### src/rtl/l1d_write_buffer.sv
// Posted-write buffer between the L1D write-through port and the AXI M1 write channel.
// Queues single-word stores, merges same-word stores into the tail, drains one beat at a time.
module l1d_write_buffer #(
   parameter int unsigned DEPTH  = 4,
   parameter logic [3:0]  AXI_ID = 4'd0
) (
   input  logic        clk,
   input  logic        rst,
   input  logic        wr_valid,
   output logic        wr_ready,
   input  logic [31:0] wr_addr,
   input  logic [31:0] wr_data,
   input  logic [3:0]  wr_strb,
   input  logic        drain_en,
   input  logic [31:0] rd_addr,
   output logic        rd_hazard,
   output logic        empty,
   output logic        full,
   output logic        bresp_err,
   output logic [3:0]  AWID,
   output logic [31:0] AWADDR,
   output logic [3:0]  AWLEN,
   output logic [2:0]  AWSIZE,
   output logic [1:0]  AWBURST,
   output logic        AWVALID,
   input  logic        AWREADY,
   output logic [31:0] WDATA,
   output logic [3:0]  WSTRB,
   output logic        WLAST,
   output logic        WVALID,
   input  logic        WREADY,
   input  logic [3:0]  BID,
   input  logic [1:0]  BRESP,
   input  logic        BVALID,
   output logic        BREADY
);

   localparam int unsigned AW = $clog2(DEPTH);
   localparam logic [AW:0] DEPTH_C = (AW+1)'(DEPTH);

   typedef enum logic [1:0] {IDLE, SEND, RESP} state_t;

   state_t        state;
   logic [29:0]   addr_q [DEPTH];
   logic [31:0]   data_q [DEPTH];
   logic [3:0]    strb_q [DEPTH];
   logic [AW-1:0] wr_ptr, rd_ptr, tail_ptr, off;
   logic [AW:0]   count;
   logic          merge_hit, push, pop, aw_hs, w_hs;
   logic          aw_done, w_done;
   logic          awvalid_r, wvalid_r, bready_r, bresp_err_r;
   logic          unused_bits;

   assign tail_ptr = wr_ptr - AW'(1);

   // The tail may not be merged into once it is the beat already on the bus.
   assign merge_hit = wr_valid && (count != '0) && (addr_q[tail_ptr] == wr_addr[31:2])
                      && !((count == (AW+1)'(1)) && (state != IDLE));
   assign full      = (count == DEPTH_C);
   assign wr_ready  = !full || merge_hit;
   assign push      = wr_valid && !merge_hit && !full && (wr_strb != '0);
   assign pop       = (state == RESP) && BVALID;
   assign aw_hs     = awvalid_r && AWREADY;
   assign w_hs      = wvalid_r && WREADY;

   assign empty     = (count == '0) && (state == IDLE);
   assign bresp_err = bresp_err_r;

   assign AWID    = AXI_ID;
   assign AWADDR  = {addr_q[rd_ptr], 2'b00};
   assign AWLEN   = 4'd0;
   assign AWSIZE  = 3'b010;
   assign AWBURST = 2'b01;
   assign AWVALID = awvalid_r;
   assign WDATA   = data_q[rd_ptr];
   assign WSTRB   = strb_q[rd_ptr];
   assign WLAST   = 1'b1;
   assign WVALID  = wvalid_r;
   assign BREADY  = bready_r;

   assign unused_bits = ^{BID, wr_addr[1:0], rd_addr[1:0]};

   always_ff @(posedge clk) begin
      if (push) begin
         addr_q[wr_ptr] <= wr_addr[31:2];
         data_q[wr_ptr] <= wr_data;
         strb_q[wr_ptr] <= wr_strb;
      end else if (merge_hit) begin
         for (int unsigned i = 0; i < 4; i++) begin
            if (wr_strb[i]) data_q[tail_ptr][i*8 +: 8] <= wr_data[i*8 +: 8];
         end
         strb_q[tail_ptr] <= strb_q[tail_ptr] | wr_strb;
      end
   end

   always_ff @(posedge clk or posedge rst) begin
      if (rst) begin
         wr_ptr <= '0;
         rd_ptr <= '0;
         count  <= '0;
      end else begin
         if (push) wr_ptr <= wr_ptr + AW'(1);
         if (pop)  rd_ptr <= rd_ptr + AW'(1);
         case ({push, pop})
            2'b10:   count <= count + (AW+1)'(1);
            2'b01:   count <= count - (AW+1)'(1);
            default: count <= count;
         endcase
      end
   end

   always_ff @(posedge clk or posedge rst) begin
      if (rst) begin
         state       <= IDLE;
         aw_done     <= 1'b0;
         w_done      <= 1'b0;
         awvalid_r   <= 1'b0;
         wvalid_r    <= 1'b0;
         bready_r    <= 1'b0;
         bresp_err_r <= 1'b0;
      end else begin
         case (state)
            IDLE: begin
               if ((count != '0) && drain_en) begin
                  state     <= SEND;
                  awvalid_r <= 1'b1;
                  wvalid_r  <= 1'b1;
               end
            end
            SEND: begin
               if (aw_hs) begin
                  aw_done   <= 1'b1;
                  awvalid_r <= 1'b0;
               end
               if (w_hs) begin
                  w_done   <= 1'b1;
                  wvalid_r <= 1'b0;
               end
               if ((aw_done || aw_hs) && (w_done || w_hs)) begin
                  state    <= RESP;
                  aw_done  <= 1'b0;
                  w_done   <= 1'b0;
                  bready_r <= 1'b1;
               end
            end
            RESP: begin
               if (BVALID) begin
                  bready_r <= 1'b0;
                  if (BRESP != 2'b00) bresp_err_r <= 1'b1;
                  state <= IDLE;
               end
            end
            default: state <= IDLE;
         endcase
      end
   end

   // Occupancy is judged by distance from the head, so the in-flight head counts too.
   always_comb begin
      rd_hazard = 1'b0;
      off       = '0;
      for (int unsigned i = 0; i < DEPTH; i++) begin
         off = AW'(i) - rd_ptr;
         if (({1'b0, off} < count) && (addr_q[i] == rd_addr[31:2])) rd_hazard = 1'b1;
      end
   end

endmodule

### config.mk
export PLATFORM = sky130hd
export DESIGN_NAME = l1d_write_buffer
export DESIGN_NICKNAME = d
export VERILOG_FILES = /design/src/rtl/l1d_write_buffer.sv
export SDC_FILE = /design/constraint.sdc
export NUM_CORES = 1
export LEC_CHECK = 0
export ABC_AREA = 1
export CAP_MARGIN = 20
export CORE_MARGIN = 4
export CORE_UTILIZATION = 59
export DETAILED_ROUTE_END_ITERATION = 10
export GPL_TIMING_DRIVEN = 0
export PLACE_DENSITY = 0.85
export SYNTH_ARGS = -nofsm -noshare
export SYNTH_HDL_FRONTEND = slang
export SYNTH_SLANG_ARGS = --single-unit
### constraint.sdc
create_clock -name clk -period 6.3 [get_ports clk]
set_clock_uncertainty 0.15 [all_clocks]
set_input_delay 0.63 -clock clk [delete_from_list [all_inputs] [get_ports clk]]
set_output_delay 0.63 -clock clk [all_outputs]
set_load 0.005 [all_outputs]
==> results of run 1 <==
-- metrics by stage --
stage	hold WS, ns	power [mW]	setup WS (ns)
global route	0.336	9.17	0.838
detailed placement	0.320	6.86	1.55
finish	0.272	8.82	0.851
CTS	0.291	8.67	1.04
floorplan	0.302	4.83	2.24
global placement	0.320	6.70	0.259
-- per-layer routing --
metal,up-vias,share of wire
li1,5401,-
met1,5805,0.34
met2,990,0.46
met3,205,0.13
met4,0,0.064
met5,-,0
-- registers in the layout (all words and copies together), names as in the netlist --
signal,count
WVALID,1
w_done,1
addr_q,120
strb_q,16
BREADY,1
state,2
rd_ptr,2
aw_done,1
AWVALID,1
data_q,128
count,3
bresp_err,1
wr_ptr,2
-- cell families after synthesis --
family | count (synthesis)
simple gates | 700
buf+inv | 210
fa+ha+maj | 13
other cells | 2
xor+xnor | 81
flops | 279
compound gates | 143
-- worst max-delay path, cell delays in order (launching register included) --
cell and delay (ns):
dfrtp_1 0.51, inv_2 0.10, buf_4 0.20, buf_4 0.20, ha_1 0.32, clkbuf_1 0.74, nand3_1 0.28, nand3b_1 0.23
nand2_1 0.07, inv_1 0.05, nand2_1 0.04, nor2_1 0.12, nand2_1 0.11, nor2_2 0.21, nand2_1 0.12, buf_4 0.20
nand2_1 0.09, clkdlybuf4s50_1 0.51
-- report_power, final --
| part | total, mW | internal (mW) | leakage, nW | switching [mW] |
|---|---|---|---|---|
| registers | 2.66 | 2.45 | 2.59 | 0.210 |
| clock network | 1.79 | 1.06 | 0.474 | 0.736 |
| logic | 4.37 | 1.57 | 3.67 | 2.81 |
| total | 8.82 | 5.07 | 6.74 | 3.75 |
-- worst paths after layout --
path                                  startpoint                 endpoint  cells after the start
min                                          rst    wr_ptr[1]$_DFFE_PP0P_                      2
max in group asynchronous                    rst    wr_ptr[0]$_DFFE_PP0P_                      2
max                        wr_ptr[0]$_DFFE_PP0P_                 wr_ready                     17
min reg2reg                 state[0]$_DFFE_PP0P_     state[1]$_DFFE_PP0P_                      1
min in group clk            state[0]$_DFFE_PP0P_     state[1]$_DFFE_PP0P_                      1
max reg2reg                wr_ptr[0]$_DFFE_PP0P_  data_q[0][23]$_DFFE_PP_                     18
-- cell usage after synthesis, types with 2 or more instances --
cell type / instances
buf_2: 10
nor3_1: 9
ha_1: 13
inv_1: 114
edfxtp_1: 264
o22ai_1: 4
o221ai_1: 8
nand4_1: 18
nand3b_1: 15
clkbuf_1: 49
nand2_1: 310
nor2_2: 2
nor4_1: 13
inv_2: 6
nor2_1: 85
a21oi_1: 15
conb_1: 2
o21ai_2: 5
dfrtp_1: 15
xor2_1: 40
or2_2: 13
o21ai_0: 18
buf_1: 4
nand3_1: 232
o2111ai_1: 5
buf_4: 25
o211ai_1: 18
o21ai_1: 2
a22oi_1: 66
xnor2_1: 41
-- layout make-up --
| class | count | area (sq um) |
|---|---|---|
| multi-input cells | 953 | 5080 |
| fillers | 1652 | 6070 |
| clock inverters | 19 | 241 |
| clock buffers | 35 | 748 |
| diodes | 1 | 2.50 |
| inverters | 121 | 454 |
| plain buffers | 89 | 448 |
| flip-flops and latches | 279 | 8300 |
| repair buffers | 173 | 1790 |
| well taps | 319 | 399 |
-- cell usage in the layout (no fill, tap or decap), types with 16 or more instances in the layout --
| cell | n |
|---|---|
| nand3_1 | 232 |
| edfxtp_1 | 264 |
| a22oi_1 | 66 |
| xor2_1 | 40 |
| o211ai_1 | 18 |
| clkbuf_1 | 55 |
| xnor2_1 | 41 |
| buf_4 | 25 |
| conb_1 | 16 |
| nand4_1 | 18 |
| nor2_1 | 81 |
| clkbuf_16 | 29 |
| clkdlybuf4s50_1 | 169 |
| o21ai_0 | 18 |
| inv_1 | 114 |
| nand2_1 | 310 |
==> reports/metrics.cfg, run 1 <==
[synthesis]
synth_cell_types = 37
seq_area_frac_synth = 0.585
synthCells = 1428
synth_top_area_frac = 0.558
synthFlopType = edfxtp_1
ys_top_cells_by_area = edfxtp_1, nand2_1, nand3_1
avgSynthCellArea_sq_um = 9.94
synthAdderAreaFrac = 0.0115
synth_compound_area_frac = 0.0707
synth_async_sr_flop_share = 0.0538
muxShareOfSynthArea = 0
synth-xor-area-share = 0.0500
synth_top_cell_by_area = edfxtp_1
ys_warn_count = 0
netlist_area_sq_mm = 0.0142
ys_ff_latch = 279
synthSimpleGateAreaFrac = 0.219
synth_top_family_by_area = simple AND/OR/NAND/NOR gates
synth_edf_count = 264

[setup_path]
critPathCaptureType = primary output
crit_type = reg2out
critPathRequiredTime_ns = 5.52
cp_data_arrival_time_ns = 4.67
reg2reg_setup_slack_ns = 1.30
critPathLaunchType = register
worst-path-max-fanout = 11

[sta]
fin_crit_sh = 0.865
layout_min_cycle_time_ns = 5.45
final-setup-viol-count = 0
rsz0062_at_grt = no
hold_violations = 0
tns_ns = 0
finalMaxSlewViolations = 0
slew_headroom = 0.245
worstMarginPinSlew_ns = 1.13
fmax_mhz = 184

[run]
maxCapViolations = 0

[cts]
clk_pin_slew_ns = 0.07
max-clock-path-buffers = 3
clock_sinks = 279
cts.repair.resized = 0
ctsRootBufferMaster = clkbuf_16
hold_buffers = 0
htree_levels = 1
cts_made_buffers = 29
post_cts_buffers = 0
cts_tree = yes
clock_latency_ns = 0.57

[detailed_routing]
vias_per_cell = 6.23
drtIter0Drc = 1915
wire_per_inst_um = 24.0
wirelength_mm = 47.8
drc = 0
drtAntennaViolNets = 0
drt_first_pass_iters = 6
vias = 12401

[global_route]
use_met2 = 0.562
use_met1 = 0.447
grt_pass1_wl_mm = 69.8
grt_use_total = 0.350
grt_use_met3 = 0.0792
grt_overflow = 0
grt_max_degree = 20
busiest_layer = met2
antenna_found_initial = 1
grt_pass1_vias = 12085

[cells_and_area]
drive_above_1_share = 0.0695
final_util = 0.742
area_growth_pct = 23.0
instances_no_fill = 1989
nets = 1772
design_area_sq_mm = 0.0175

[placement]
place_congestion = 1.00
numPortBuffers = 169
dp.cells = 1934
place_area_sq_mm = 0.0165
detailed_place_hpwl_mm = 33.2

[die]
coreArea_sq_mm = 0.0235
start_util = 0.603
pin_count = 203
die_w_um = 163
dieHeight_um = 163
dieArea_sq_mm = 0.0266
rows = 56

[power]
power_leakage_nw = 6.74
powerDensity_mw_per_mm2 = 505
ir_worst_vdd_v = 0.000333

[hold_path]
hp-class = in2async

[outcome]
status = completed

Power figures use the tool's default switching activity.
==> inputs of run 2 (changes only) <==
--- a/config.mk
+++ b/config.mk
@@ -8,10 +8,10 @@
 export ABC_AREA = 1
 export CAP_MARGIN = 20
 export CORE_MARGIN = 4
-export CORE_UTILIZATION = 59
+export CORE_UTILIZATION = 55
 export DETAILED_ROUTE_END_ITERATION = 10
 export GPL_TIMING_DRIVEN = 0
-export PLACE_DENSITY = 0.85
+export PLACE_DENSITY = 0.8
 export SYNTH_ARGS = -nofsm -noshare
 export SYNTH_HDL_FRONTEND = slang
 export SYNTH_SLANG_ARGS = --single-unit
==> constraint.sdc (replaced) <==
create_clock -name clk -period 5.6 [get_ports clk]
set_clock_uncertainty 0.15 [all_clocks]
set_input_delay 0.56 -clock clk [delete_from_list [all_inputs] [get_ports clk]]
set_output_delay 0.56 -clock clk [all_outputs]
set_load 0.005 [all_outputs]
==> run 2 against run 1 <==
Hold slack got worse by 0.042 ns. Sequential power grew 12%. First-iteration DRC count rose by 5.2%. Count of clock-buffer cells in the layout is 1 higher. Sequential share of layout area rose by 0.082 points. Critical path depth stayed put. Die area grew 6.9%. Combinational power rose by 11%. Power increased by 11%. Design area is 0.17% lower. Critical path type unchanged. Largest power group unchanged. Highest routed layer is now met5.
==> reports/metrics.cfg, run 2 (synthesis results as in run 1) <==
[outcome]
status = completed

[setup_path]
cp_data_arrival_time_ns = 4.59
reg2reg_setup_slack_ns = 0.64
worst-path-max-fanout = 11
worstSetupStartpoint = wr_ptr[0]$_DFFE_PP0P_
crit_type = reg2out
critPathLaunchType = register
critPathCaptureType = primary output
rr_startpoint = wr_ptr[0]$_DFFE_PP0P_
critPathRequiredTime_ns = 4.89

[die]
dieHeight_um = 169
die_w_um = 169
pin_count = 203
start_util = 0.561
rows = 58
coreArea_sq_mm = 0.0253
dieArea_sq_mm = 0.0285

[detailed_routing]
drt_first_pass_iters = 6
wl_met3_mm = 6.29
vias = 12265
wl_met1_mm = 17.0
top_layer = met5
vias_per_cell = 6.13
met2RoutedLength_mm = 20.8
drtIter0Drc = 2014
drtAntennaViolNets = 0
wire_per_inst_um = 23.5
wirelength_mm = 47.1
drc = 0

[power]
powerDensity_mw_per_mm2 = 562
ir_worst_vdd_v = 0.000382
power_leakage_nw = 6.72
finalPower_mw = 9.80

[sta]
worstMarginPinSlew_ns = 1.03
finalMaxSlewViolations = 0
layout_min_cycle_time_ns = 5.30
fin_crit_sh = 0.947
tns_ns = 0
final-setup-viol-count = 0
slew_headroom = 0.312
hold_violations = 0
hold_slack_ns = 0.230
fin_ws_ns = 0.297
fmax_mhz = 189
rsz0062_at_grt = no

[cells_and_area]
regMostFlops = data_q
area_growth_pct = 22.8
final_util = 0.689
largestRegisters = data_q (128), addr_q (120), strb_q (16)
final_cell_mix = nand2_1, edfxtp_1, nand3_1
fillers = 1905
nets = 1772
largest_register_ffs = 128
drive_above_1_share = 0.0671
final_common_cell = nand2_1
instances_no_fill = 2000
design_area_sq_mm = 0.0174

[global_route]
grt_use_total = 0.321
grt_pass1_vias = 11985
grt_max_degree = 25
antenna_found_initial = 6
grt_pass1_wl_mm = 69.6
grt_overflow = 0

[cts]
cts_made_buffers = 29
max-clock-path-buffers = 3
hold_buffers = 0
cts.repair.resized = 0
post_cts_buffers = 0
clk_pin_slew_ns = 0.06
cts_tree = yes
clock_sinks = 279
htree_levels = 1
clock_latency_ns = 0.56
ctsRootBufferMaster = clkbuf_16

[run]
maxCapViolations = 0

[hold_path]
hp-class = in2async

[placement]
place_congestion = 0.997
dp.cells = 1945
numPortBuffers = 169
dp_slack_ns = 0.821
place_area_sq_mm = 0.0165
detailed_place_hpwl_mm = 32.9

-- run 2: changes by cell type in the layout (fill, tap and decap cells not counted), sizes merged --
cell,change
clkinvlp,-2
clkinv,+1
diode,+1
bufinv,-1
clkbuf,+1
-- run 2: final timing paths --
path	to	cells after the start
setup / recovery	wr_ready	17
hold / removal	BREADY$_DFFE_PP0P_	2
setup reg to reg	data_q[0][18]$_DFFE_PP_	18
hold reg to reg	bresp_err$_DFFE_PP0P_	1
max in group asynchronous	bresp_err$_DFFE_PP0P_	2
min in group clk	bresp_err$_DFFE_PP0P_	1
-- run 2: critical path, stage by stage (launching register included) --
cell and delay [ns]:
dfrtp_1 0.49, inv_2 0.09, buf_4 0.20, buf_4 0.20, ha_1 0.35, clkbuf_1 0.73, nand3_1 0.21, nand2_1 0.11
nand2_1 0.05, nand2_1 0.09, nand2_1 0.13, nor2_1 0.12, nand2_1 0.07, nor2_2 0.25, nand2_1 0.13, buf_4 0.20
nand2_1 0.10, clkdlybuf4s50_1 0.51
-- run 2: cell type report --
class,count,area (sq um),share of cell area
Multi-Input combinational cell,953,5080,0.291
Clock buffer,36,752,0.0431
Buffer,89,448,0.0257
Tap cell,330,413,0.0237
Inverter,121,454,0.0260
Antenna cell,2,5.00,0.000287
Timing Repair Buffer,173,1790,0.103
Clock inverter,17,191,0.0110
Sequential cell,279,8300,0.476
-- run 2: power breakdown --
part / internal [mW] / switching, mW / total (mW) / leakage, nW
logic: 1.76 / 3.11 / 4.87 / 3.67
clock network: 1.13 / 0.802 / 1.94 / 0.455
registers: 2.75 / 0.233 / 2.99 / 2.59
total: 5.65 / 4.15 / 9.80 / 6.72
-- run 2: metal layers --
metal / vias up / GRT usage
met5: - / 0
met1: 5676 / 0.418
li1: 5398 / -
met2: 967 / 0.500
met3: 216 / 0.0773
met4: 8 / 0.173
==> inputs of run 3 (changes only) <==
--- a/config.mk
+++ b/config.mk
@@ -11,6 +11,7 @@
 export CORE_UTILIZATION = 55
 export DETAILED_ROUTE_END_ITERATION = 10
 export GPL_TIMING_DRIVEN = 0
+export MAX_ROUTING_LAYER = met4
 export PLACE_DENSITY = 0.8
 export SYNTH_ARGS = -nofsm -noshare
 export SYNTH_HDL_FRONTEND = slang
==> constraint.sdc (replaced) <==
create_clock -name clk -period 5.4 [get_ports clk]
set_clock_uncertainty 0.15 [all_clocks]
set_input_delay 0.54 -clock clk [delete_from_list [all_inputs] [get_ports clk]]
set_output_delay 0.54 -clock clk [all_outputs]
set_load 0.005 [all_outputs]
==> run 3 against run 2 <==
Power is 1.4% higher. Largest power group unchanged. Setup slack worse by 0.18 ns. Critical endpoint unchanged. Largest cell class unchanged. Sequential cell count did not move. Critical path depth up 1. Final cell count barely moved. Sequential power grew 4%. Highest routed layer is now met4. Die area did not move. Clock power down 9%. Combinational power grew 4%.
==> reports/metrics.cfg, run 3 (synthesis results as in run 1) <==
[detailed_routing]
vias = 12329
drt_first_pass_iters = 8
vias_per_cell = 6.17
drtAntennaViolNets = 0
wire_per_inst_um = 23.6
wirelength_mm = 47.1
drtIter0Drc = 1665
drc = 0

[cts]
clock_latency_ns = 0.55
clock_sinks = 279
cts_made_buffers = 28
clk_pin_slew_ns = 0.07
cts_tree = yes
post_cts_buffers = 0
max-clock-path-buffers = 3
hold_buffers = 0
htree_levels = 1
ctsRootBufferMaster = clkbuf_16

[sta]
layout_min_cycle_time_ns = 5.28
finalMaxSlewViolations = 0
worstMarginPinSlew_ns = 0.997
slew_headroom = 0.335
final-setup-viol-count = 0
rsz0062_at_grt = no
fin_crit_sh = 0.978
hold_violations = 0
fmax_mhz = 189

[die]
start_util = 0.561
dieHeight_um = 169
rows = 58
coreArea_sq_mm = 0.0253
die_w_um = 169
dieArea_sq_mm = 0.0285
pin_count = 203

[cells_and_area]
multiInputGateArea_sq_mm = 0.00508
largest_register_ffs = 128
nets = 1771
final_common_cell = nand2_1
regMostFlops = data_q
final_cell_mix = nand2_1, edfxtp_1, nand3_1
design_area_sq_mm = 0.0173
fillers = 1895
final_util = 0.684
final-seq-area_sq_mm = 0.00830
drive_above_1_share = 0.0637
area_growth_pct = 22.0
largestRegisters = data_q (128), addr_q (120), strb_q (16)

[setup_path]
worstSetupStartpoint = wr_ptr[0]$_DFFE_PP0P_
crit_type = reg2out
cp_data_arrival_time_ns = 4.59
critPathLaunchType = register
worst-path-max-fanout = 11
critPathRequiredTime_ns = 4.71
critPathCaptureType = primary output
rr_startpoint = wr_ptr[0]$_DFFE_PP0P_

[power]
ir_worst_vdd_v = 0.000452
powerDensity_mw_per_mm2 = 573
power_leakage_nw = 6.67

[global_route]
grt_use_total = 0.329
antenna_found_initial = 5
grt_pass1_vias = 11900
grt_max_degree = 20
grt_overflow = 0
grt_pass1_wl_mm = 69.3

[placement]
detailed_place_hpwl_mm = 33.2
place_congestion = 1.03
numPortBuffers = 169
place_area_sq_mm = 0.0165

[outcome]
status = completed

[run]
maxCapViolations = 0

[hold_path]
hp-class = in2async

-- run 3: cell count changes in the layout (fill, tap and decap cells not counted), sizes merged --
cell | previous run | this run
bufinv | 4 | 0
clkinv | 11 | 12
buf | 44 | 43
clkbuf | 85 | 87
clkinvlp | 2 | 0
diode | 2 | 5
-- run 3: per-stage QoR --
stage	std cells	setup WS, ns	power, mW	hold slack (ns)	TNS, ns
after floorplan	1442	1.34	5.64	0.291	0
after global placement	1941	-0.716	7.83	0.313	-82.72
after CTS	1994	0.270	9.77	0.208	0
after detailed placement	1945	0.674	8.00	0.327	0
final	1999	0.117	9.93	0.200	0
after global routing	1999	0.0236	10.4	0.243	0
-- run 3: area by class of cell --
class	instances	area share
antenna	5	0.000722
buffer	89	0.0261
clock buffer	37	0.0435
clock inverter	12	0.00376
inverter	121	0.0262
multi-input combinational	953	0.293
sequential	279	0.479
tap	330	0.0238
timing repair buffer	173	0.104
-- run 3: final timing paths --
| kind | slack, ns | cells after the start | endpoint |
|---|---|---|---|
| min in group clk | 0.34 | 1 | bresp_err$_DFFE_PP0P_ |
| max in group asynchronous | 4.51 | 2 | rd_ptr[1]$_DFFE_PP0P_ |
| hold / removal | 0.20 | 2 | rd_ptr[0]$_DFFE_PP0P_ |
| hold reg to reg | 0.34 | 1 | bresp_err$_DFFE_PP0P_ |
| setup reg to reg | 0.48 | 19 | data_q[2][17]$_DFFE_PP_ |
| setup / recovery | 0.12 | 18 | wr_ready |
-- run 3: worst max-delay path, stage by stage, from the launching register on --
cell and delay [ns]:
dfrtp_1 0.53, inv_2 0.10, buf_4 0.21, buf_4 0.20
ha_1 0.36, inv_1 0.25, buf_2 0.44, nand3_1 0.16
nand2_1 0.10, nand2_1 0.05, nand2_1 0.09, nand2_1 0.13
nor2_1 0.12, nand2_1 0.09, nor2_2 0.26, nand2_1 0.13
buf_4 0.20, nand2_1 0.11, clkdlybuf4s50_1 0.51
-- run 3: what timing repair did --
action / 4_1_cts / 5_1_grt
hold endpoints to repair: 0 / 0
setup endpoints to repair: 0 / 1
resized for setup: 0 / 3
-- run 3: report_power, final --
group	leakage [nW]	internal (mW)	total, mW	switching (mW)
registers	2.59	2.85	3.10	0.248
clock network	0.400	0.975	1.77	0.799
logic	3.68	1.83	5.06	3.22
total	6.67	5.66	9.93	4.27
-- run 3: metal layers --
layer  vias to the layer above  GRT usage  routed length, um
li1                       5404          -                  -
met1                      5785      0.418              17000
met2                       942      0.509              21600
met3                       198     0.0661               5880
met4                         0      0.159               2670
met5                         -          -                  0
